<file path="src/rtl/cpu_test_pkg.sv">
// Shared types and helpers for the nand_cpu regression sequencer.
package cpu_test_pkg;

  typedef enum logic [1:0] {
    OP_ADD  = 2'd0,
    OP_SUB  = 2'd1,
    OP_NAND = 2'd2,
    OP_AND  = 2'd3
  } op_mode_t;

  typedef enum logic [2:0] {
    S_IDLE    = 3'd0,
    S_CPU_RST = 3'd1,
    S_WR_OP0  = 3'd2,
    S_WR_OP1  = 3'd3,
    S_RUN     = 3'd4,
    S_RD_RES  = 3'd5,
    S_CHECK   = 3'd6,
    S_DONE    = 3'd7
  } state_t;

  // Fibonacci taps 32,22,2,1 as bit positions 31,21,1,0 of a left-shifting register
  localparam logic [31:0] LFSR_TAPS = 32'h8020_0003;

  // Full 32-bit result; callers keep the low DATA_WIDTH bits, which is the result modulo 2^DATA_WIDTH
  function automatic logic [31:0] compute_expected(input logic [31:0] op0,
                                                   input logic [31:0] op1,
                                                   input op_mode_t    mode);
    case (mode)
      OP_ADD:  return op0 + op1;
      OP_SUB:  return op0 - op1;
      OP_NAND: return ~(op0 & op1);
      default: return op0 & op1;
    endcase
  endfunction

endpackage

</file>
<file path="src/rtl/cpu_test_sequencer_lfsr32.sv">
// 32-bit Fibonacci LFSR operand source; a zero seed is replaced by 1 so the register never locks up.
module lfsr32
  import cpu_test_pkg::*;
(
  input  logic        clk,
  input  logic        n_rst,
  input  logic        load,
  input  logic        step,
  input  logic [31:0] seed,
  output logic [31:0] value
);

  logic feedback;

  assign feedback = ^(value & LFSR_TAPS);

  always_ff @(posedge clk) begin
    if (!n_rst) begin
      value <= 32'h1;
    end else if (load) begin
      value <= (seed == 32'h0) ? 32'h1 : seed;
    end else if (step) begin
      value <= {value[30:0], feedback};
    end
  end

endmodule

</file>
<file path="src/rtl/cpu_test_sequencer.sv">
// Regression sequencer: resets nand_cpu, writes two operands, waits for halt,
// reads the result back and scores it against a locally computed value.
module cpu_test_sequencer
  import cpu_test_pkg::*;
#(
  parameter int unsigned DATA_WIDTH     = 16,
  parameter int unsigned ADDR_WIDTH     = 17,
  parameter int unsigned DATA_ADDR      = 0,
  parameter int unsigned RESET_CYCLES   = 4,
  parameter int unsigned TIMEOUT_CYCLES = 65536,
  parameter int unsigned CNT_WIDTH      = 16
) (
  input  logic                  clk,
  input  logic                  n_rst,
  input  logic                  start,
  input  logic [CNT_WIDTH-1:0]  num_tests,
  input  logic [1:0]            op_mode,
  input  logic                  use_ext,
  input  logic [DATA_WIDTH-1:0] ext_op0,
  input  logic [DATA_WIDTH-1:0] ext_op1,
  input  logic [31:0]           seed,
  output logic                  cpu_n_rst,
  input  logic                  cpu_halt,
  output logic                  mem_req,
  output logic                  mem_we,
  output logic [ADDR_WIDTH-1:0] mem_addr,
  output logic [DATA_WIDTH-1:0] mem_wdata,
  input  logic                  mem_ack,
  input  logic [DATA_WIDTH-1:0] mem_rdata,
  output logic                  busy,
  output logic                  done,
  output logic [CNT_WIDTH-1:0]  pass_count,
  output logic [CNT_WIDTH-1:0]  fail_count,
  output logic                  timeout_seen,
  output logic                  fail_valid,
  output logic [CNT_WIDTH-1:0]  fail_index,
  output logic [DATA_WIDTH-1:0] fail_expected,
  output logic [DATA_WIDTH-1:0] fail_actual
);

  localparam int unsigned TMR_MAX = (TIMEOUT_CYCLES > RESET_CYCLES) ? TIMEOUT_CYCLES : RESET_CYCLES;
  localparam int unsigned TMR_W   = $clog2(TMR_MAX + 1);
  localparam logic [CNT_WIDTH-1:0] CNT_MAX = '1;

  state_t                state;
  op_mode_t              mode_q;
  logic                  use_ext_q;
  logic [DATA_WIDTH-1:0] ext0_q;
  logic [DATA_WIDTH-1:0] ext1_q;
  logic [CNT_WIDTH-1:0]  num_q;
  logic [CNT_WIDTH-1:0]  idx;
  logic [TMR_W-1:0]      tmr;
  logic                  timed_out;
  logic [DATA_WIDTH-1:0] op1_q;
  logic [DATA_WIDTH-1:0] exp_q;
  logic [DATA_WIDTH-1:0] act_q;

  logic                  start_ok;
  logic                  lfsr_step;
  logic [31:0]           lfsr_val;
  logic [DATA_WIDTH-1:0] op0_sel;
  logic [DATA_WIDTH-1:0] op1_sel;
  logic [DATA_WIDTH-1:0] exp_sel;

  assign start_ok  = start && ((state == S_IDLE) || (state == S_DONE));
  assign lfsr_step = (state == S_CHECK);

  lfsr32 u_lfsr (
    .clk   (clk),
    .n_rst (n_rst),
    .load  (start_ok),
    .step  (lfsr_step),
    .seed  (seed),
    .value (lfsr_val)
  );

  // Operand pair and reference result for the current test
  assign op0_sel = use_ext_q ? ext0_q : lfsr_val[DATA_WIDTH-1:0];
  assign op1_sel = use_ext_q ? ext1_q : lfsr_val[31 -: DATA_WIDTH];
  assign exp_sel = DATA_WIDTH'(compute_expected(32'(op0_sel), 32'(op1_sel), mode_q));

  always_ff @(posedge clk) begin
    if (!n_rst) begin
      state         <= S_IDLE;
      mode_q        <= OP_ADD;
      use_ext_q     <= 1'b0;
      ext0_q        <= '0;
      ext1_q        <= '0;
      num_q         <= '0;
      idx           <= '0;
      tmr           <= '0;
      timed_out     <= 1'b0;
      op1_q         <= '0;
      exp_q         <= '0;
      act_q         <= '0;
      cpu_n_rst     <= 1'b0;
      mem_req       <= 1'b0;
      mem_we        <= 1'b0;
      mem_addr      <= '0;
      mem_wdata     <= '0;
      busy          <= 1'b0;
      done          <= 1'b0;
      pass_count    <= '0;
      fail_count    <= '0;
      timeout_seen  <= 1'b0;
      fail_valid    <= 1'b0;
      fail_index    <= '0;
      fail_expected <= '0;
      fail_actual   <= '0;
    end else begin
      case (state)
        S_IDLE, S_DONE: begin
          if (start) begin
            mode_q        <= op_mode_t'(op_mode);
            use_ext_q     <= use_ext;
            ext0_q        <= ext_op0;
            ext1_q        <= ext_op1;
            num_q         <= num_tests;
            idx           <= '0;
            tmr           <= '0;
            pass_count    <= '0;
            fail_count    <= '0;
            timeout_seen  <= 1'b0;
            fail_valid    <= 1'b0;
            fail_index    <= '0;
            fail_expected <= '0;
            fail_actual   <= '0;
            if (num_tests == '0) begin
              state     <= S_DONE;
              busy      <= 1'b0;
              done      <= 1'b1;
              cpu_n_rst <= 1'b1;
            end else begin
              state     <= S_CPU_RST;
              busy      <= 1'b1;
              done      <= 1'b0;
              cpu_n_rst <= 1'b0;
            end
          end
        end

        S_CPU_RST: begin
          op1_q <= op1_sel;
          exp_q <= exp_sel;
          if (tmr == TMR_W'(RESET_CYCLES - 1)) begin
            tmr       <= '0;
            state     <= S_WR_OP0;
            mem_req   <= 1'b1;
            mem_we    <= 1'b1;
            mem_addr  <= ADDR_WIDTH'(DATA_ADDR);
            mem_wdata <= op0_sel;
          end else begin
            tmr <= tmr + TMR_W'(1);
          end
        end

        S_WR_OP0: begin
          if (mem_ack) begin
            state     <= S_WR_OP1;
            mem_addr  <= ADDR_WIDTH'(DATA_ADDR + 1);
            mem_wdata <= op1_q;
          end
        end

        S_WR_OP1: begin
          if (mem_ack) begin
            state     <= S_RUN;
            mem_req   <= 1'b0;
            mem_we    <= 1'b0;
            cpu_n_rst <= 1'b1;
            tmr       <= '0;
          end
        end

        // Halt is ignored in the first RUN cycle: it may still reflect the previous program
        S_RUN: begin
          if (cpu_halt && (tmr != '0)) begin
            state     <= S_RD_RES;
            timed_out <= 1'b0;
            mem_req   <= 1'b1;
            mem_we    <= 1'b0;
            mem_addr  <= ADDR_WIDTH'(DATA_ADDR + 2);
          end else if (tmr == TMR_W'(TIMEOUT_CYCLES - 1)) begin
            state     <= S_CHECK;
            timed_out <= 1'b1;
            act_q     <= '0;
          end else begin
            tmr <= tmr + TMR_W'(1);
          end
        end

        S_RD_RES: begin
          if (mem_ack) begin
            state   <= S_CHECK;
            act_q   <= mem_rdata;
            mem_req <= 1'b0;
          end
        end

        S_CHECK: begin
          if (!timed_out && (act_q == exp_q)) begin
            if (pass_count != CNT_MAX) pass_count <= pass_count + CNT_WIDTH'(1);
          end else begin
            if (fail_count != CNT_MAX) fail_count <= fail_count + CNT_WIDTH'(1);
            if (!fail_valid) begin
              fail_valid    <= 1'b1;
              fail_index    <= idx;
              fail_expected <= exp_q;
              fail_actual   <= act_q;
            end
          end
          if (timed_out) timeout_seen <= 1'b1;
          idx <= idx + CNT_WIDTH'(1);
          if ((idx + CNT_WIDTH'(1)) == num_q) begin
            state <= S_DONE;
            busy  <= 1'b0;
            done  <= 1'b1;
          end else begin
            state     <= S_CPU_RST;
            cpu_n_rst <= 1'b0;
            tmr       <= '0;
          end
        end

        default: state <= S_IDLE;
      endcase
    end
  end

endmodule
</file>
<file path="config.mk">
export PLATFORM = sky130hd
export DESIGN_NAME = cpu_test_sequencer
export DESIGN_NICKNAME = d
export VERILOG_FILES = /design/src/rtl/cpu_test_pkg.sv /design/src/rtl/cpu_test_sequencer_lfsr32.sv /design/src/rtl/cpu_test_sequencer.sv
export SDC_FILE = /design/constraint.sdc
export NUM_CORES = 1
export LEC_CHECK = 0
export ABC_AREA = 0
export CAP_MARGIN = 20
export CORE_AREA = 3 3 202 204
export CTS_BUF_LIST = sky130_fd_sc_hd__clkbuf_16
export DETAILED_ROUTE_END_ITERATION = 8
export DIE_AREA = 0 0 205 207
export GPL_TIMING_DRIVEN = 0
export SYNTH_ARGS = -nofsm -noshare
export SYNTH_HDL_FRONTEND = slang
export SYNTH_HIERARCHICAL = 1
export SYNTH_SLANG_ARGS = --single-unit
</file>
<file path="constraint.sdc">
create_clock -name clk -period 4.2 [get_ports clk]
set_input_delay 0.42 -clock clk [delete_from_list [all_inputs] [get_ports clk]]
set_output_delay 0.42 -clock clk [all_outputs]
set_load 0.05 [all_outputs]
</file>
==> out/qor.txt <==
WP data required: 4.67 ns
Clock power share: 0.276
Die Y: 207 um
PwrDens: 590.2 nW/um2
Met2 Usage GRT: 0.3357
Final setup fails: 0
Busiest grt layer: met2
H-tree levels: 1
IO Count: 224
Share of cells above drive strength 1: 0.06213
R2R cell count: 14
Hold Path Origin: ext_op0[9]
Internal Power: 0.006175 W
Gp weighted congestion: 0.9266
Later-pin clock latency in the skew report: 0.59 ns
Ys async rst share: 0
Met3 GRT Util: 0.03253
Comb pwr share: 0.411
Synth Area per Inst: 7.827 um2
Post-CTS Setup Bufs: 0
Final cell count without fillers: 2553
Share of power burned in registers: 0.313
DRT Pass-1 Iters: 5
Met1 GRT Util: 0.2820
Bufs on Longest Clock Path: 3
Status: completed
Vias in the first global route: 12750
Num rows: 73
Initial DRC Count: 862
Vias: 13140
Overflow after GRT: 0
Minimum clock period: 3.934 ns
Layout fillers: 3993
HPWL Detailed: 35300 um
Core area: 39460 um2
Peak VDD IR: 0.0003386 V
Top FF cell, synth: dfxtp_1
Yosys cell types: 67
Nets: 2131
Vias per cell: 5.146
Post-synthesis cell count: 1748
CTS tree: yes
Pre-CTS setup slack: -0.2633 ns
Final period utilization: 0.9367
Die Width: 205 um
CTS Buf Count: 31
Die area: 42440 um2
Num Clock Sinks: 273
Drt wl/cell: 17.88 um
Mapped Area: 13680 um2
Initial Util: 0.3467
Crit. End Element: flop
Tightest Pin Transition: 1.084 ns
Seq/Total Area, Yosys: 0.3995
Largest fanout on the critical path: 10
Worst Hold Class: input pin to flop
Antenna diodes: 0
Area of the multi-input gates: 7641 um2
Leakage: 6.369 nW
Initial antenna violation count: 0
Clk root buf: clkbuf_16
RR Endpoint: exp_q[14]
DRC viols: 0
Fin util: 0.4476
Startpoint Class: flop
Net switching power: 0.004248 W
Fin. max-slew vios: 0
FF-to-FF setup slack: 0.27 ns
Register area: 5465 um2
Max_cap viols: 0
Clock Skew: 0.01525 ns
RSZ-0062 raised after global routing: false
Post-route ant nets: 0
P&R area growth vs syn: 29.08%
Final Hold Viols: 0
Hold Path Depth: 3
Port buffer count: 208
Max_slew headroom: 0.2717
Critical path type: flop to flop
Hold Path Sink: ext0_q[9]
Warnings, synthesis: 6
PnR worst setup slack: 0.2661 ns
Crit path arrival time: 4.40 ns
Flip-flop and latch count after synthesis: 273
Tot GR Track Use: 0.2062
Tot Pwr: 0.01042 W
WL final: 45650 um
Placed Cells incl. Taps: 2495
Pin count of the biggest net entering global routing: 17
First-pass GRT wire length: 70590 um
Max Fclk: 254.2 MHz
Hold WS: 0.3882 ns
Sw Ratio: 0.4075
Post-synth EDFFs: 0
Reg2reg start: use_ext_q
Worst-path clk slew: 0.06 ns
-- through the flow --
step                cell area (um2)  TNS, ns
floorplan                     13730        0
global route                  17660        0
global placement              16470  -0.5718
finish                        17660        0
detailed placement            16470  -0.5381
CTS                           17570        0
-- per-layer routing --
metal / vias up / routed length [um]
met5: - / 0
met4: 0 / 1383
met3: 74 / 2829
met2: 436 / 20670
met1: 6106 / 20760
li1: 6523 / -
-- cells by family after synthesis --
family / synth area share
other: 0.0002741
and+or+nand+nor: 0.2437
muxes: 0.05149
DFF: 0.3995
xor gates and xnor gates: 0.07856
buffers and inverters: 0.05267
adders and majority gates: 0.02250
AOI/OAI and AO/OA: 0.1513
-- synthesized netlist by cell type (all sizes together), types with 8 or more instances --
master  number  area [um2]
nand3      104       535.5
nand4       34       219.0
clkbuf      84       315.3
xor2        53       464.2
mux2i       67       670.6
nor3        27       135.1
inv         37       138.9
nor2       208       780.8
nor4        28       212.7
o21ai       53       265.3
dfxtp      273        5465
a211oi      28       210.2
a31oi       10       68.81
a21oi      206        1031
buf         48       266.5
and4         8       70.07
or3         10       67.56
ha          23       287.8
o31ai        8       73.82
xnor2       67       586.8
o211ai      21       157.7
and3        21       131.4
nand2      271        1017
-- repair_timing --
action	CTS	global route
endpoints found under the setup margin	5	5
gates resized for setup	4	20
hold buffers	0	0
-- cell type report --
cell class / count / share of cell area
buffer: 132 / 0.03358
clock buffer: 31 / 0.04392
multi-input combinational: 1320 / 0.4327
tap: 525 / 0.03719
inverter: 37 / 0.007864
timing repair buffer: 208 / 0.1179
sequential: 273 / 0.3095
clock inverter: 27 / 0.01743
-- placed cells by master, fill, tap and decap left out, drive strengths merged, types with 10 or more instances in the layout --
master         Yosys  routed
a211oi            28      28
a21oi            206     206
a31oi             10      10
and3              21      21
buf               48      44
clkbuf            84     119
clkdlybuf4s50      0     208
clkinv             0      14
conb               1      15
dfxtp            273     273
ha                23      23
inv               37      42
mux2i             67      67
nand2            271     271
nand3            104     104
nand4             34      34
nor2             208     208
nor3              27      27
nor4              28      28
o211ai            21      21
o21ai             53      53
or3               10      10
xnor2             67      67
xor2              53      53
-- how the worst max path moves through the flow --
stage                           end  slack (ns)       from
after floorplan           exp_q[14]        0.65  use_ext_q
after global placement    exp_q[14]       -0.27  use_ext_q
after detailed placement  exp_q[14]       -0.26  use_ext_q
after CTS                 exp_q[14]        0.03  use_ext_q
after global routing      exp_q[14]       0.009  use_ext_q
final                     exp_q[14]        0.27  use_ext_q
-- sequential cells by signal (all words and copies together) (netlist names), 2 cells and up --
register / count
u_lfsr/value: 32
tmr: 17
act_q: 16
exp_q: 16
ext0_q: 16
ext1_q: 16
fail_actual: 16
fail_count: 16
fail_expected: 16
fail_index: 16
idx: 16
mem_wdata: 16
num_q: 16
op1_q: 16
pass_count: 16
state: 3
mem_addr: 2
mode_q: 2
-- worst max-delay path, stage by stage (launching register included) --
cell	delay (ns)
dfxtp_1	0.31
clkbuf_4	0.27
clkbuf_4	0.31
clkbuf_4	0.31
mux2i_2	0.46
inv_1	0.09
ha_1	0.38
o21a_1	0.16
o31ai_2	0.09
a211oi_1	0.31
nor3_1	0.14
o31ai_1	0.32
mux2i_1	0.25
nor2_1	0.08
o41ai_1	0.34
-- power by group through the flow --
stage	registers (W)	logic, W	clock network (W)
after global placement	0.00328	0.00416	0
after CTS	0.00324	0.00422	0.00294
after global routing	0.00330	0.00473	0.00303
final	0.00326	0.00429	0.00288
after detailed placement	0.00329	0.00419	0
after floorplan	0.00336	0.00284	0
(Power assumes the default switching activity.)
